## config.mk

```make
export PLATFORM = sky130hd
export DESIGN_NAME = lif_array_scheduler
export DESIGN_NICKNAME = d
export VERILOG_FILES = /design/src/rtl/lif_array_scheduler.sv
export SDC_FILE = /design/constraint.sdc
export NUM_CORES = 1
export LEC_CHECK = 0
export BUFFER_PORTS_ARGS = -buffer_cell sky130_fd_sc_hd__buf_4
export CAP_MARGIN = 20
export CORE_MARGIN = 5
export CORE_UTILIZATION = 50
export DETAILED_ROUTE_END_ITERATION = 7
export GPL_ROUTABILITY_DRIVEN = 0
export PLACE_DENSITY_LB_ADDON = 0.15
export SYNTH_ARGS = -nofsm -noshare
export SYNTH_HDL_FRONTEND = slang
export SYNTH_SLANG_ARGS = --single-unit
export TNS_END_PERCENT = 5
```

## constraint.sdc

```tcl
create_clock -name clk -period 10.7 [get_ports clk]
set_input_delay 0.535 -clock clk [delete_from_list [all_inputs] [get_ports clk]]
set_output_delay 0.535 -clock clk [all_outputs]
set_load 0.03 [all_outputs]
```

## src/rtl/lif_array_scheduler.sv

```systemverilog
// lif_array_scheduler: one shared leak-and-integrate datapath stepping NUM_NEURONS
// virtual neurons in index order, emitting each spike as a valid/ready address event.
module lif_array_scheduler #(
  parameter int NUM_NEURONS = 8,
  parameter int W           = 8,
  parameter int THRESHOLD   = 200,
  parameter int LEAK_SHIFT  = 1,
  parameter int REFRAC      = 2,
  localparam int AW         = $clog2(NUM_NEURONS)
) (
  input  logic          clk,
  input  logic          rst_n,
  input  logic          cfg_we,
  input  logic [AW-1:0] cfg_addr,
  input  logic [W-1:0]  cfg_current,
  input  logic [AW-1:0] rd_addr,
  output logic [W-1:0]  rd_state,
  input  logic          step_start,
  output logic          busy,
  output logic          step_done,
  output logic          ev_valid,
  output logic [AW-1:0] ev_addr,
  input  logic          ev_ready
);
  localparam int RW = REFRAC > 0 ? $clog2(REFRAC + 1) : 1;
  localparam logic [W:0] TH = (W+1)'(THRESHOLD);
  localparam logic [RW-1:0] RF = RW'(REFRAC);
  typedef enum logic [1:0] {IDLE, UPDATE, EMIT, DONE} st_e;
  st_e st_q;
  logic [AW-1:0] idx_q, ev_addr_q;
  logic [W-1:0] state_q [NUM_NEURONS];
  logic [W-1:0] current_q [NUM_NEURONS];
  logic [RW-1:0] refrac_q [NUM_NEURONS];
  logic busy_q, done_q, ev_valid_q;
  logic [W:0] sum;
  logic [W-1:0] state_d;
  logic in_refrac, spike, last;
  // Sum is one bit wider so overflow saturates instead of wrapping below threshold.
  always_comb begin
    sum = {1'b0, state_q[idx_q] >> LEAK_SHIFT} + {1'b0, current_q[idx_q]};
    state_d = sum[W] ? '1 : sum[W-1:0];
    in_refrac = refrac_q[idx_q] != '0;
    spike = !in_refrac && ({1'b0, state_d} >= TH);
    last = &idx_q;
  end
  always_ff @(posedge clk or negedge rst_n) begin
    if (!rst_n) begin
      for (int k = 0; k < NUM_NEURONS; k++) begin
        state_q[k] <= '0;
        current_q[k] <= '0;
        refrac_q[k] <= '0;
      end
      st_q <= IDLE;
      idx_q <= '0;
      ev_addr_q <= '0;
      busy_q <= 1'b0;
      done_q <= 1'b0;
      ev_valid_q <= 1'b0;
    end else begin
      if (cfg_we) current_q[cfg_addr] <= cfg_current;
      done_q <= 1'b0;
      case (st_q)
        IDLE: if (step_start) begin
          st_q <= UPDATE;
          idx_q <= '0;
          busy_q <= 1'b1;
        end
        UPDATE: begin
          if (in_refrac) begin
            state_q[idx_q] <= '0;
            refrac_q[idx_q] <= refrac_q[idx_q] - RW'(1);
          end else if (spike) begin
            state_q[idx_q] <= '0;
            refrac_q[idx_q] <= RF;
          end else state_q[idx_q] <= state_d;
          if (spike) begin
            st_q <= EMIT;
            ev_valid_q <= 1'b1;
            ev_addr_q <= idx_q;
          end else if (last) begin
            st_q <= DONE;
            busy_q <= 1'b0;
            done_q <= 1'b1;
          end else idx_q <= idx_q + AW'(1);
        end
        EMIT: if (ev_ready) begin
          ev_valid_q <= 1'b0;
          if (last) begin
            st_q <= DONE;
            busy_q <= 1'b0;
            done_q <= 1'b1;
          end else begin
            st_q <= UPDATE;
            idx_q <= idx_q + AW'(1);
          end
        end
        DONE: st_q <= IDLE;
      endcase
    end
  end
  assign rd_state = state_q[rd_addr];
  assign busy = busy_q;
  assign step_done = done_q;
  assign ev_valid = ev_valid_q;
  assign ev_addr = ev_addr_q;
endmodule

```

# == Word-level counts from Yosys, hierarchy flattened ==
# Index checks and enable logic that the tools add are counted.
# Widths: inputs -> output; s select.
# word_totals
output_inout_bits,14
reg_bits,155
# op_classes
add_sub_neg,3
muxes,49
bitwise_logic,8
magnitude_cmp,6
eq_ne,8
reduce_logical,15
# op_table
cell,n
$bwmux 64,2
$mux 64,2
$bmux 8 s3,3
$mux 8,9
$and 64x64->64,1
$not 64->64,1
$demux 8 s3,2
$mux 16,2
$bwmux 16,1
$mux 2,8
$ge 4x4->1 const B,3
$mux 3,4
$not 3->4,3
$add 7x8->9,1
$mux 1,9
$pmux 3 s3,1
$reduce_and 3->1,3
$and 8x8->8,1
$ge 8x8->1 const B,1
$lt 4x1->1 const B,2
$ne 2x2->1 const B,4
$not 8->8,1
$or 8x8->8,1
$pmux 2 s4,1
16 further kinds,23

# == Longest topological paths before layout ==
# Gate-level depths: netlist (run 1).
# logic_depth
ltp_word,10
depth_mapped,18
ltp_nobuf,15

# == Least setup slack after synthesis (run 1) ==
# No wires, ideal clock.
# synth_timing
kind,register -> register
from,reg idx_q[1]
to,reg refrac_q[10] (netlist bit)
setup_ns,0.125
arrival_time_ns,4.213
stages_incl_launch_ff,18
synth_period_minus_slack_ns,4.338
required_ns,10.575
setup_slack_ns,6.362
path_cell_list,dfrtp_1 > buf_2 > buf_1 > clkbuf_1 > mux2_2 > a32oi_1 > nand3_1 > ha_1 > fa_1 > a21o_1 > a221oi_1 > xnor2_1 > o221ai_2 > and3_1 > buf_4 > buf_6 > nor2_2 > mux2_4
# synth_between
elab_chain_cells,10
# synth_lines
element,line,text
"start, declared",30,"logic [AW-1:0] idx_q, ev_addr_q;"
"start signal, assigned",84,end else idx_q <= idx_q + AW'(1);
"start signal, assigned",94,idx_q <= idx_q + AW'(1);
$not 3->4 (implied by the code) (*),n/a,
$bmux 8 s3,40,"sum = {1'b0, state_q[idx_q] >> LEAK_SHIFT} + {1'b0, current_q[idx_q]};"
$mux 8 (implied by the code) (2 in series),40,
$add 7x8->9,40,
$mux 8,41,state_d = sum[W] ? '1 : sum[W-1:0];
$ge 8x8->1,43,"spike = !in_refrac && ({1'b0, state_d} >= TH);"
$logic_and 1x1->1,43,
$reduce_bool 2->1 (no line),n/a,
$reduce_and 2->1 (no line),n/a,
"end signal, assigned by index",71,refrac_q[idx_q] <= refrac_q[idx_q] - RW'(1);
"end, declared",33,logic [RW-1:0] refrac_q [NUM_NEURONS];
# Every way passes the cells marked *; elsewhere a longest branch is shown, timed or not. The select of a mux whose other input is x is not followed.
# A chain may end at the register's enable or synchronous reset.

# == Final worst setup path (run 1) ==
# layout_timing
from,reg idx_q[1]
to,reg state_q[35] (netlist bit)
# layout_between
elab_chain_cells,10
# layout_lines
element,line,text
$not 3->4 (implied by the code) (*),n/a,
$bmux 8 s3,40,
$mux 8 (implied by the code) (2 in series),40,
$add 7x8->9,40,
$mux 8,41,
$ge 8x8->1,43,
$logic_and 1x1->1,43,
$mux 64,72,end else if (spike) begin
$mux 64 (*),69,if (in_refrac) begin
"end signal, assigned by index",75,end else state_q[idx_q] <= state_d;
"end, declared",31,logic [W-1:0] state_q [NUM_NEURONS];
# Marks and branches as above.

==> impl_metrics.json, run 1 <==
{
  "outcome": "complete, no violations",
  "ys_warn_count": 0,
  "yosys.cell_types.count": 63,
  "fillers": 1247,
  "start_kind": "flip-flop",
  "dr.pass1.iters": 5,
  "cts_tree": "done",
  "dieWidth_um": 135,
  "vias": 5587,
  "synth_edf_count": 0,
  "cts_inserted_buffers": 17,
  "yosysSeqAreaShare_pct": 49.9,
  "r2r-end": "state_q[35]",
  "slew_violations": 0,
  "hold_path.class": "in -> async",
  "hold_violations": 0,
  "crit_path_end_kind": "flip-flop",
  "drv_cap": 0,
  "grt_max_degree": 79,
  "io_buffers": 32,
  "max-clock-path-buffers": 2,
  "area_growth_pct": 13.0,
  "ff2ff_path_depth": 14,
  "post_cts.repair.setup_buffers": 0,
  "drt_wl_total_um": 19300,
  "post-route-period-util_pct": 47.2,
  "finish.instance_area_mm2": 0.00878,
  "synth_area_mm2": 0.00777,
  "num_io_pins": 33,
  "grt_use_met2_pct": 35.4,
  "cts_resized": 0,
  "start_util_pct": 51.1,
  "crit_type": "reg -> reg",
  "numClockSinks": 155,
  "worstReg2RegStart": "idx_q[1]",
  "reg2reg_slack_ns": 5.64,
  "slew_headroom_pct": 33.8,
  "dieHeight_um": 135,
  "gr-usage-met1_pct": 30.6,
  "ys_ff_latch": 155,
  "grt_pass1_wl_um": 31500,
  "async_reset_ff_share_pct": 100,
  "root_buffer": "clkbuf_16",
  "cellPowerDensity_mw_per_mm2": 301,
  "rsz0062_at_grt": "false",
  "core_area_mm2": 0.0152,
  "ff_latch_area_mm2": 0.00388,
  "drive_above_1_share_pct": 29.3,
  "first_iter_violations": 436,
  "finalCriticalPeriod_ns": 5.06,
  "busiest_layer": "met2",
  "grt.total_usage_pct": 22.3,
  "fin_setup_tns_ns": 0,
  "grt.overflow.total": 0,
  "cp.arrival_ns": 5.39,
  "grt_util_met3_pct": 4.77,
  "power_leakage_uw": 0.00375,
  "nets": 724,
  "synthFlopType": "dfrtp_1",
  "worstPathMaxFanout": 35,
  "synth_area_per_cell_um2": 11.8,
  "antenna_found_initial": 0,
  "max-vdd-ir-drop_mv": 0.182,
  "synthCells": 661,
  "required_ns": 11.03,
  "hold_ws_ns": 0.124,
  "setup_viol": 0,
  "antenna_cells": 0,
  "insertion_delay_ns": 0.42,
  "worstMarginPinSlew_ns": 0.985,
  "cpPeakStageDelay_ns": 0.76,
  "cpMostUsedCell": "a22o_1",
  "wire_per_inst_um": 21.8,
  "multi_input_area_mm2": 0.00372,
  "htreeDepth": 4,
  "fmax_mhz": 198,
  "grt_pass1_vias": 5656,
  "rows": 45,
  "synth_nets": 696,
  "placed_cell_area_mm2": 0.00819,
  "vias_per_cell": 6.30,
  "fin_skew_ns": 0.00689,
  "postCtsHoldBufs": 0,
  "antenna_left": 0,
  "die_area_mm2": 0.0181,
  "clk_pin_slew_ns": 0.06,
  "cpMaxStageDelayCell": "and3_1",
  "post-dp-hpwl_um": 13200,
  "crit_path_cell_trace": "buf_4 -> clkinv_1 -> nor2_1 -> a22o_1 -> a21oi_1 -> o21ai_0 -> ha_1 -> o21a_1 -> or3_1 -> a22o_1 -> o221ai_2 -> and3_1 -> nand3_2 -> o21ai_1",
  "drc_errors": 0
}
## state kept, by name, summed over array words and instances, names as in the netlist
register   cells
ev_valid       1
ev_addr        3
current_q     64
idx_q          3
busy           1
refrac_q      16
state_q       64
st_q           2
step_done      1
## cell type report
| class | instances | share of cell area, % |
|---|---|---|
| Tap cell | 188 | 2.68 |
| Multi-Input combinational cell | 464 | 42.4 |
| Sequential cell | 155 | 44.2 |
| Clock inverter | 7 | 1.33 |
| Inverter | 9 | 0.385 |
| Clock buffer | 22 | 5.40 |
| Timing Repair Buffer | 42 | 3.61 |
## worst max-delay path by stage
| stage | start | to | slack, ns |
|---|---|---|---|
| 5_1_grt | idx_q[1] | state_q[11] | 5.26 |
| 3_3_place_gp | idx_q[2] | state_q[3] | 5.66 |
| 2_1_floorplan | idx_q[1] | refrac_q[10] | 6.36 |
| 4_1_cts | idx_q[1] | state_q[11] | 5.70 |
| 3_5_place_dp | idx_q[1] | state_q[27] | 5.73 |
| 6_report | idx_q[1] | state_q[35] | 5.64 |
## synthesized netlist by cell type, types with 3 or more instances
library cell	number	area share [%]
nand2_2	5	0.40
nor2_2	4	0.32
nand3_1	7	0.45
mux2_4	3	0.58
nor3_1	6	0.39
nor2_1	23	1.1
nand4b_1	3	0.34
a22o_1	8	0.90
dfrtp_1	155	50
and3_1	4	0.32
nor2b_1	3	0.24
nand2_1	87	4.2
mux4_2	24	7.0
ha_1	15	2.4
clkbuf_1	24	1.2
inv_1	7	0.34
o21ai_1	48	3.1
o22a_1	9	1.0
a21oi_1	8	0.52
a221oi_1	16	1.8
o21ai_0	30	1.9
o22ai_1	3	0.24
buf_1	6	0.29
xnor2_1	3	0.34
a21o_1	4	0.39
mux2i_1	7	0.90
mux2_2	91	13
a22oi_1	10	0.97
## worst max-delay path: cells and delay by family, from the launching register on
kind / cells / cell delay [ns]
adder cells (fa/ha/maj): 1 / 0.34
AND/OR/NAND/NOR: 4 / 1.96
buffers and inverters: 2 / 0.83
AO/OA/AOI/OAI: 7 / 1.50
flip-flops: 1 / 0.32
## per-stage QoR
stage                     worst slack [ns]  cells  utilization (%)  total power, uW
after global routing                  5.26    887             57.8             2810
after floorplan                       6.36    661                -             1710
after CTS                             5.70    886             57.7             2640
final                                 5.64    887             57.8             2640
after global placement                5.66    856             53.8             1990
after detailed placement              5.73    857             53.8             2030
## metal layers
layer,up-vias,routed length (um),share of wire (%)
met5,-,0,0
met3,32,1250,6.5
met1,2833,8390,43
li1,2518,-,-
met2,204,9270,48
met4,0,435,2.2
## cells in the final DEF (no fill, tap or decap), types with 10 or more instances in the layout
| cell type | count |
|---|---|
| dfrtp_1 | 154 |
| mux2_2 | 91 |
| nand2_1 | 87 |
| o21ai_1 | 48 |
| buf_4 | 40 |
| o21ai_0 | 30 |
| mux4_2 | 24 |
| nor2_1 | 23 |
| clkbuf_16 | 17 |
| a221oi_1 | 16 |
| ha_1 | 15 |
| a22oi_1 | 10 |
## report_power, final
group | internal, uW | leakage (uW) | total (uW) | switching, uW
Sequential | 755 | 0.00199 | 872 | 117
Combinational | 452 | 0.00147 | 1160 | 706
Clock | 381 | 0.000288 | 609 | 228
## cells by family (layout without fill, tap and decap cells)
| group | Yosys count | in the layout | synth area share, % |
|---|---|---|---|
| adders and majority gates | 16 | 16 | 2.67 |
| buffers and inverters | 42 | 80 | 2.19 |
| xor gates and xnor gates | 4 | 4 | 0.451 |
| and+or+nand+nor | 153 | 153 | 8.84 |
| muxes | 127 | 127 | 21.9 |
| AOI/OAI and AO/OA | 164 | 164 | 14.1 |
| DFF | 155 | 155 | 49.9 |
Note: power is estimated with default switching activity, not from simulation.
==> run 2: changes to the inputs <==
- ABC_AREA: default -> 1
- clock period: 10.7 -> 4.62 ns (I/O delays scaled with it)
==> impl_metrics.json, run 2 <==
{
  "outcome": "complete, no violations",
  "cp_top_family": "simple AND/OR/NAND/NOR gates",
  "drive_above_1_share_pct": 9.91,
  "grt.total_usage_pct": 24.6,
  "drv_cap": 0,
  "start_kind": "flip-flop",
  "cpMostUsedCell": "nand2_1",
  "synth_compound_area_share_pct": 19.6,
  "r2r-end": "state_q[26]",
  "drc_errors": 0,
  "grt.overflow.total": 0,
  "final_cell_mix": "283 x nand2_1, 159 x o21ai_0, 155 x dfrtp_1, 68 x inv_1, 46 x buf_4",
  "synth_top_family_by_area": "simple AND/OR/NAND/NOR gates",
  "nets": 1011,
  "hold_violations": 0,
  "max-vdd-ir-drop_mv": 0.380,
  "insertion_delay_ns": 0.43,
  "yosysMostFrequentCell": "nand2_1",
  "setup_viol": 0,
  "clk_pin_slew_ns": 0.07,
  "antenna_left": 0,
  "finalCriticalPeriod_ns": 4.20,
  "cpMaxStageDelayCell": "dfrtp_1",
  "crit_cells": 18,
  "cellPowerDensity_mw_per_mm2": 640,
  "synthSimpleGateAreaFrac_pct": 21.3,
  "grt_pass1_wl_um": 34800,
  "required_ns": 4.96,
  "yosys.cell_types.count": 37,
  "netlist_top_cells_count": "283 x nand2_1, 159 x o21ai_0, 155 x dfrtp_1",
  "fin_skew_ns": 0.0114,
  "post_cts.repair.setup_buffers": 0,
  "crit_type": "reg -> reg",
  "vias_per_cell": 5.80,
  "synthMuxAreaShare_pct": 0.258,
  "synth_area_mm2": 0.00775,
  "io_buffers": 32,
  "worstPathMaxFanout": 14,
  "cts_tree": "done",
  "synth_area_leaders": "dfrtp_1 50%, nand2_1 14%, o21ai_0 10%",
  "synthFlopType": "dfrtp_1",
  "async_reset_ff_share_pct": 100,
  "post-dp-hpwl_um": 14300,
  "fmax_mhz": 238,
  "dieWidth_um": 135,
  "dr.pass1.iters": 6,
  "dieHeight_um": 135,
  "synth_top_area_share_pct": 50.0,
  "worstMarginPinSlew_ns": 0.924,
  "post-route-period-util_pct": 91.0,
  "reg2reg_slack_ns": 0.42,
  "synthCells": 954,
  "final_common_cell": "nand2_1",
  "synth_xor_area_share_pct": 0.339,
  "reg_top3": "current_q (64), state_q (64), refrac_q (16)",
  "hold_path.class": "in -> reg",
  "cpPeakStageDelay_ns": 0.53,
  "power.total_uw": 5630,
  "max-clock-path-buffers": 2,
  "crit_path_cell_trace": "nor2_1 -> nand2_1 -> inv_1 -> a221oi_1 -> nand2_1 -> ha_1 -> fa_1 -> nand2_1 -> nand3_1 -> nand2_1 -> nand2_1 -> nand2_2 -> nand2_1 -> nor2_2 -> nor2_4 -> nor2_8 -> nand2_1 -> o21ai_0",
  "power_leakage_uw": 0.00419,
  "drt_wl_total_um": 21400,
  "synth_nets": 989,
  "cp.arrival_ns": 4.54,
  "vias": 6825,
  "yosysSeqAreaShare_pct": 50.0,
  "grt_max_degree": 69,
  "start_util_pct": 51.0,
  "ff2ff_path_depth": 18,
  "htreeDepth": 4,
  "crit_path_end_kind": "flip-flop",
  "cp-startpoint": "idx_q[2]",
  "grt_pass1_vias": 6323,
  "die_area_mm2": 0.0181,
  "cp_num_buf_inv": 1,
  "rsz0062_at_grt": "false",
  "synth_adder_area_share_pct": 2.68,
  "synth_edf_count": 0,
  "root_buffer": "clkbuf_16",
  "yosysTopAreaCell": "dfrtp_1",
  "worstReg2RegStart": "idx_q[2]",
  "area_growth_pct": 13.3,
  "numClockSinks": 155,
  "synth_area_per_cell_um2": 8.13,
  "slew_headroom_pct": 38.1,
  "rows": 45,
  "ys_warn_count": 0,
  "antenna_cells": 0,
  "first_iter_violations": 624,
  "core_area_mm2": 0.0152,
  "fin_setup_tns_ns": 0,
  "crit_end": "state_q[26]",
  "antenna_found_initial": 0,
  "num_io_pins": 33,
  "slew_violations": 0,
  "cts_inserted_buffers": 17,
  "ys_ff_latch": 155,
  "wire_per_inst_um": 18.2
}
-- run 2: changes by cell type after synthesis, sizes merged, moves of 15 or more --
| cell | before | now |
|---|---|---|
| mux2 | 96 | 0 |
| o21ai | 78 | 176 |
| inv | 8 | 69 |
| nand3 | 8 | 37 |
| nor2 | 27 | 49 |
| mux4 | 24 | 0 |
| clkbuf | 24 | 39 |
| nand2 | 92 | 289 |
| nand4 | 2 | 20 |
-- run 2: final cells by class --
type / instances / area, um2
clock buffers: 20 / 457
inverters: 74 / 278
clock inverters: 12 / 138
well taps: 188 / 235
fillers: 1390 / 6410
flip-flops and latches: 155 / 3880
multi-input cells: 680 / 3440
repair buffers: 48 / 367
-- run 2: what timing repair did --
action	4_1_cts	5_1_grt
endpoints found under the setup margin	0	3
resized for setup	0	1
hold buffers	1	0
hold endpoints to repair	66	0
-- run 2: stage by stage --
stage / instances / utilization [%] / hold WS (ns) / setup WS [ns] / instance area, um2
5_1_grt: 1177 / 57.8 / 0.0218 / 0.0426 / 8790
4_1_cts: 1177 / 57.8 / 0.00354 / 0.392 / 8780
3_5_place_dp: 1144 / 53.8 / 0.283 / 0.434 / 8180
2_1_floorplan: 954 / - / -0.0646 / 1.32 / 7750
6_report: 1177 / 57.8 / 0.0116 / 0.417 / 8790
3_3_place_gp: 1144 / 53.8 / 0.283 / 0.444 / 8180
-- run 2: cell families after synthesis --
| group | count (synthesis) |
|---|---|
| flops | 155 |
| compound gates | 261 |
| mux | 2 |
| buf+inv | 119 |
| simple gates | 398 |
| fa+ha+maj | 16 |
| xor+xnor | 3 |
-- run 2: worst min-delay path: cells and delay by family --
family / cells / cell delay (ns)
AO/OA/AOI/OAI: 1 / 0.05
buffers and inverters: 1 / 0.08
AND/OR/NAND/NOR: 1 / 0.04
-- run 2: how the worst min path moves through the flow --
stage / end / cells past startpoint / startpoint
after floorplan: busy / 0 / rst_n
after global placement: current_q[25] / 1 / rst_n
after detailed placement: current_q[25] / 1 / rst_n
after CTS: current_q[2] / 3 / cfg_current[2]
after global routing: current_q[0] / 3 / cfg_current[0]
final: current_q[2] / 3 / cfg_current[2]
-- run 2: where the power goes --
group	internal [uW]	switching (uW)	total, uW
sequential	1700	245	1950
combinational	693	1590	2280
clock	828	573	1400
total	3220	2400	5630
-- run 2: routing by layer --
layer	part of all wire, %	global-route usage (%)	vias up
li1	-	-	3275
met4	2.7	8.88	0
met5	0	0	-
met3	6.3	3.91	45
met1	45	35.0	3276
met2	46	38.5	229
